File: config.mk
export PLATFORM = sky130hd
export DESIGN_NAME = bcd_count_sequencer
export DESIGN_NICKNAME = d
export VERILOG_FILES = /design/src/rtl/bcd_seq_pkg.sv /design/src/rtl/bcd_step_counter.sv /design/src/rtl/bcd_count_sequencer.sv
export SDC_FILE = /design/constraint.sdc
export NUM_CORES = 1
export LEC_CHECK = 0
export BUFFER_PORTS_ARGS = -buffer_cell sky130_fd_sc_hd__buf_2
export CORE_MARGIN = 2
export CORE_UTILIZATION = 55
export CTS_BUF_LIST = sky130_fd_sc_hd__clkbuf_8
export DETAILED_ROUTE_END_ITERATION = 8
export PLACE_DENSITY = 0.8
export SLEW_MARGIN = 20
export SYNTH_ARGS = -nofsm -noshare
export SYNTH_HDL_FRONTEND = slang
export SYNTH_SLANG_ARGS = --single-unit
export TNS_END_PERCENT = 100
File: constraint.sdc
create_clock -name clk -period 3.9 [get_ports clk]
set_clock_uncertainty 0.2 [all_clocks]
set_input_delay 0.78 -clock clk [delete_from_list [all_inputs] [get_ports clk]]
set_output_delay 0.78 -clock clk [all_outputs]
set_load 0.02 [all_outputs]
File: src/rtl/bcd_seq_pkg.sv
// Shared definitions for the BCD count sequencer.
//   - Command opcodes carried on cmd_op.
//   - Controller state encoding.
//   - wrap_step: one wrap-around step of a digit in the range 0..limit.
package bcd_seq_pkg;

  localparam logic [1:0] OP_LOAD     = 2'b00;
  localparam logic [1:0] OP_RUN_UP   = 2'b01;
  localparam logic [1:0] OP_RUN_DOWN = 2'b10;
  localparam logic [1:0] OP_RSVD     = 2'b11;

  typedef enum logic {
    ST_IDLE = 1'b0,
    ST_RUN  = 1'b1
  } state_t;

  // Counting up past limit returns to 0; counting down past 0 returns to limit.
  function automatic int unsigned wrap_step(input int unsigned val,
                                            input logic        up,
                                            input int unsigned limit);
    if (up) return (val >= limit) ? 32'd0 : val + 32'd1;
    else    return (val == 32'd0) ? limit : val - 32'd1;
  endfunction

endpackage

File: src/rtl/bcd_step_counter.sv
// Wrap-around up/down digit register.
//   clk, rst  : clock, synchronous active-high reset (count -> 0)
//   load      : replace count with load_val (has priority over en)
//   load_val  : value to load
//   en        : step count by one in the direction given by up
//   up        : 1 = increment (LIMIT -> 0), 0 = decrement (0 -> LIMIT)
//   count     : current digit
module bcd_step_counter
  import bcd_seq_pkg::*;
#(
  parameter int N     = 4,
  parameter int LIMIT = 9
) (
  input  logic         clk,
  input  logic         rst,
  input  logic         load,
  input  logic [N-1:0] load_val,
  input  logic         en,
  input  logic         up,
  output logic [N-1:0] count
);

  always_ff @(posedge clk) begin
    if (rst)       count <= '0;
    else if (load) count <= load_val;
    else if (en)   count <= N'(wrap_step(32'(count), up, LIMIT));
  end

endmodule

File: src/rtl/bcd_count_sequencer.sv
// Controller sequencing a single BCD digit toward a commanded target.
//   clk, rst             : clock, synchronous active-high reset
//   cmd_valid/cmd_ready  : command handshake (ready only while idle)
//   cmd_op, cmd_data     : opcode (LOAD / RUN_UP / RUN_DOWN / reserved) and operand
//   stop                 : abort a run; wins over hold and a coincident tick
//   hold                 : freeze the step prescaler while running
//   count                : current digit
//   busy                 : run in progress
//   dir                  : direction of the last accepted run (1 = up)
//   done                 : one-cycle pulse on arrival (or equal-target run)
//   err                  : one-cycle pulse when an operand exceeds LIMIT
module bcd_count_sequencer
  import bcd_seq_pkg::*;
#(
  parameter int N        = 4,
  parameter int LIMIT    = 9,
  parameter int PRESCALE = 2
) (
  input  logic         clk,
  input  logic         rst,
  input  logic         cmd_valid,
  output logic         cmd_ready,
  input  logic [1:0]   cmd_op,
  input  logic [N-1:0] cmd_data,
  input  logic         stop,
  input  logic         hold,
  output logic [N-1:0] count,
  output logic         busy,
  output logic         dir,
  output logic         done,
  output logic         err
);

  localparam int             PW         = (PRESCALE > 1) ? $clog2(PRESCALE) : 1;
  localparam logic [PW-1:0]  PRESC_LAST = PW'(PRESCALE - 1);
  localparam logic [N-1:0]   LIMIT_V    = N'(LIMIT);

  state_t        state_q, state_d;
  logic [PW-1:0] presc_q;
  logic [N-1:0]  target_q;
  logic          dir_q, done_q, err_q;

  logic          accept, is_run_op, data_ok, run_ok;
  logic          run_start, run_equal, running, tick, arrive;
  logic          load_en;
  logic [N-1:0]  step_val;

  assign cmd_ready = (state_q == ST_IDLE);
  assign busy      = (state_q == ST_RUN);
  assign dir       = dir_q;
  assign done      = done_q;
  assign err       = err_q;

  // Command decode
  assign accept    = cmd_valid && cmd_ready;
  assign is_run_op = (cmd_op == OP_RUN_UP) || (cmd_op == OP_RUN_DOWN);
  assign data_ok   = (cmd_data <= LIMIT_V);
  assign run_ok    = accept && is_run_op && data_ok;
  assign run_start = run_ok && (cmd_data != count);
  assign run_equal = run_ok && (cmd_data == count);
  assign load_en   = accept && (cmd_op == OP_LOAD) && data_ok;

  // Stepping: a tick is suppressed by hold (prescaler frozen) and by stop.
  assign running  = (state_q == ST_RUN);
  assign tick     = running && !stop && !hold && (presc_q == PRESC_LAST);
  assign step_val = N'(wrap_step(32'(count), dir_q, LIMIT));
  assign arrive   = tick && (step_val == target_q);

  always_comb begin
    state_d = state_q;
    case (state_q)
      ST_IDLE: if (run_start)       state_d = ST_RUN;
      ST_RUN:  if (stop || arrive)  state_d = ST_IDLE;
      default:                      state_d = ST_IDLE;
    endcase
  end

  always_ff @(posedge clk) begin
    if (rst) state_q <= ST_IDLE;
    else     state_q <= state_d;
  end

  always_ff @(posedge clk) begin
    if (rst)                           presc_q <= '0;
    else if (run_start)                presc_q <= '0;
    else if (running && !hold && !stop) presc_q <= tick ? '0 : presc_q + 1'b1;
  end

  // Target is only consulted while running, so it needs no reset.
  always_ff @(posedge clk) begin
    if (run_start) target_q <= cmd_data;
  end

  always_ff @(posedge clk) begin
    if (rst)         dir_q <= 1'b0;
    else if (run_ok) dir_q <= (cmd_op == OP_RUN_UP);
  end

  // Registered status pulses
  always_ff @(posedge clk) begin
    if (rst) begin
      done_q <= 1'b0;
      err_q  <= 1'b0;
    end else begin
      done_q <= arrive || run_equal;
      err_q  <= accept && !data_ok && (is_run_op || (cmd_op == OP_LOAD));
    end
  end

  bcd_step_counter #(
    .N     (N),
    .LIMIT (LIMIT)
  ) u_counter (
    .clk      (clk),
    .rst      (rst),
    .load     (load_en),
    .load_val (cmd_data),
    .en       (tick),
    .up       (dir_q),
    .count    (count)
  );

endmodule

==> metrics.cfg <==
[status]
status=complete, no violations

[global_route]
grt_pass1_vias=728
grt_pass1_wl_um=3360
overflow=0
antenna_found_initial=0
grt.total_usage=0.224
grt_start_max_net_pins=15

[timing]
tightest_slew_ps=667
relSlewSlack=0.549
fin_tns_setup_ps=0
fin_crit_ps=2500
min_period_over_period=0.640
clock.fmax_mhz=401
setup_viol=0
hold_viol=0
postLayoutSetupSlackWorst_ps=1400
rsz0062_at_grt=no
slew_violations=0
worst_hold_slack_ps=399

[yosys]
synth_area_per_cell_um2=9.12
synthFlopType=dfxtp_1
yosysUniqueCellTypes=44
netlist_instances=107
synth_edf_count=4
synth_nets=125
syn_area_um2=976
async_flop_share=0
seq_area_frac_synth=0.308
ys_warn_count=0
synth_seq_cells=13

[clock_network]
ctsHoldBuffers=0
cts.clk_slew.worst_paths_ps=50
htreeDepth=1
cts_resized=0
cts_root_buf=clkbuf_8
cts_buffers=3
clk_latency_ps=240
cts_tree=done
clock-sinks=13
postCtsSetupRepairBufs=0
clk_path_buf_depth=2

[setup_path]
end_kind=register
cp-startpoint=u_counter.count[0]$_SDFFE_PP0P_
path_delay_family=compound AO/OA/AOI/OAI gates
cp_num_cells=7
critPathBufInv=1
r2r_cells=7
reg2reg_to=busy$_SDFF_PP0_
worst-path-max-fanout=13
r2r-start=u_counter.count[0]$_SDFFE_PP0P_
cp-start-kind=register
regToRegSetupSlack_ps=1400
max_stage_delay_ps=590
cp-endpoint=busy$_SDFF_PP0_
crit_chain=inv_1 > ha_1 > xnor2_1 > nand4_1 > o32ai_1 > a41oi_2 > o31a_1
cp_slowest_cell=dfxtp_1
critPathArrivalTime_ps=2430
critical_path_class=register to register
cp.required_ps=3830

[floorplanning]
initial_core_util=0.578
die_w_um=46.1
io_pins=20
chipHeight_um=46.1
core_region_area_mm2=0.00169
dieArea_mm2=0.00213
floorplan.rows=15

[power]
peakVddDrop_mv=0.271
powerDensity_mw_per_mm2=295
leakagePower_nw=0.446
post-layout-total-power_mw=0.326

[drt]
vias_per_cell=6.06
top_layer_used=met4
met3WireLength_um=104
ant_nets=0
wl_um=2140
avgRoutedWirePerCell_um=15.2
wl_met2_um=1040
vias=854
first_pass_iters=4
drc=0
wl_met1_um=963
drt_iter0_drc=26

[placed_design]
dp.cells=137
place_area_mm2=0.00106
io_buffers=19
hpwl_um=1620
gp_congestion=0.805
post-place-ws_ps=1300

[layout]
nets=143
final_util=0.654
drive_gt1_frac=0.242
layout_common_cells=buf_2 (19), dfxtp_1 (9), inv_1 (8), nor2_1 (8)
stdcell_count=141
finalInstanceArea_mm2=0.00110
nFillCells=145
area_growth_pct=13.2
regArea_um2=300
diodes=0
multiInputGateArea_um2=617
layout_commonest_cell=buf_2

[min_path]
min_path_type=register to register
hold_depth=2

[run]
maxCapViolations=0

## Yosys cell counts (2+ instances only)
master,n,area [um2]
dfxtp_1,9,180
inv_1,7,26.3
mux2i_1,2,20.0
xnor2_1,6,52.6
nor2b_1,4,25.0
a31o_2,2,17.5
ha_1,7,87.6
a31oi_1,2,12.5
nand2_1,7,26.3
nor3b_1,2,15.0
o211ai_1,2,15.0
nand4_1,3,18.8
clkbuf_1,2,7.51
and2_1,3,18.8
xor2_1,2,17.5
edfxtp_1,4,120
a21oi_1,3,15.0
buf_2,2,10.0
o21ai_0,4,20.0
a32oi_1,3,26.3
nor2_1,8,30.0
## layout make-up
type,count,area share
tap,17,0.0193
inverter,7,0.0238
clock inverter,1,0.00340
multi-input combinational,81,0.558
timing repair buffer,19,0.0861
sequential,13,0.272
clock buffer,3,0.0374
## worst reg2reg max path, delay by kind of cell (launching register included)
kind            cells  cell delay (ps)
compound gates      3              600
simple gates        1              160
fa+ha+maj           1              350
flops               1              590
xor+xnor            1              360
buf+inv             1              120
## kinds of logic (layout without fill, tap and decap cells)
group / after synthesis / after routing / synth area share
multiplexers: 2 / 2 / 0.0205
adder cells (fa/ha/maj): 7 / 7 / 0.0897
AND/OR/NAND/NOR: 38 / 38 / 0.228
AO/OA/AOI/OAI: 25 / 25 / 0.205
buffers and inverters: 13 / 30 / 0.0603
XOR/XNOR: 9 / 9 / 0.0885
flip-flops: 13 / 13 / 0.308
## flip-flops by register name, summed over array words and instances (netlist names)
name,cells
dir,1
busy,1
done,1
u_counter.count,4
err,1
target_q,4
presc_q,1
## per-layer routing
layer | global-route usage | up-vias
li1 | - | 426
met1 | 0.310 | 391
met2 | 0.336 | 30
met3 | 0.0667 | 7
met4 | 0.0629 | 0
met5 | 0 | -
## how the worst min path moves through the flow
stage / from / to / slack [ps]
final: presc_q$_SDFFE_PP0P_ / presc_q$_SDFFE_PP0P_ / 400
after global routing: presc_q$_SDFFE_PP0P_ / presc_q$_SDFFE_PP0P_ / 430
after CTS: presc_q$_SDFFE_PP0P_ / presc_q$_SDFFE_PP0P_ / 390
after detailed placement: u_counter.count[1]$_SDFFE_PP0P_ / u_counter.count[1]$_SDFFE_PP0P_ / 380
after global placement: presc_q$_SDFFE_PP0P_ / presc_q$_SDFFE_PP0P_ / 350
after floorplan: presc_q$_SDFFE_PP0P_ / presc_q$_SDFFE_PP0P_ / 330
## power breakdown
part	internal, mW	leakage, nW	switching (mW)
Clock	0.0695	0.0269	0.0473
Sequential	0.145	0.110	0.00701
Combinational	0.0250	0.310	0.0331
Total	0.239	0.446	0.0874
(Power assumes the default switching activity.)
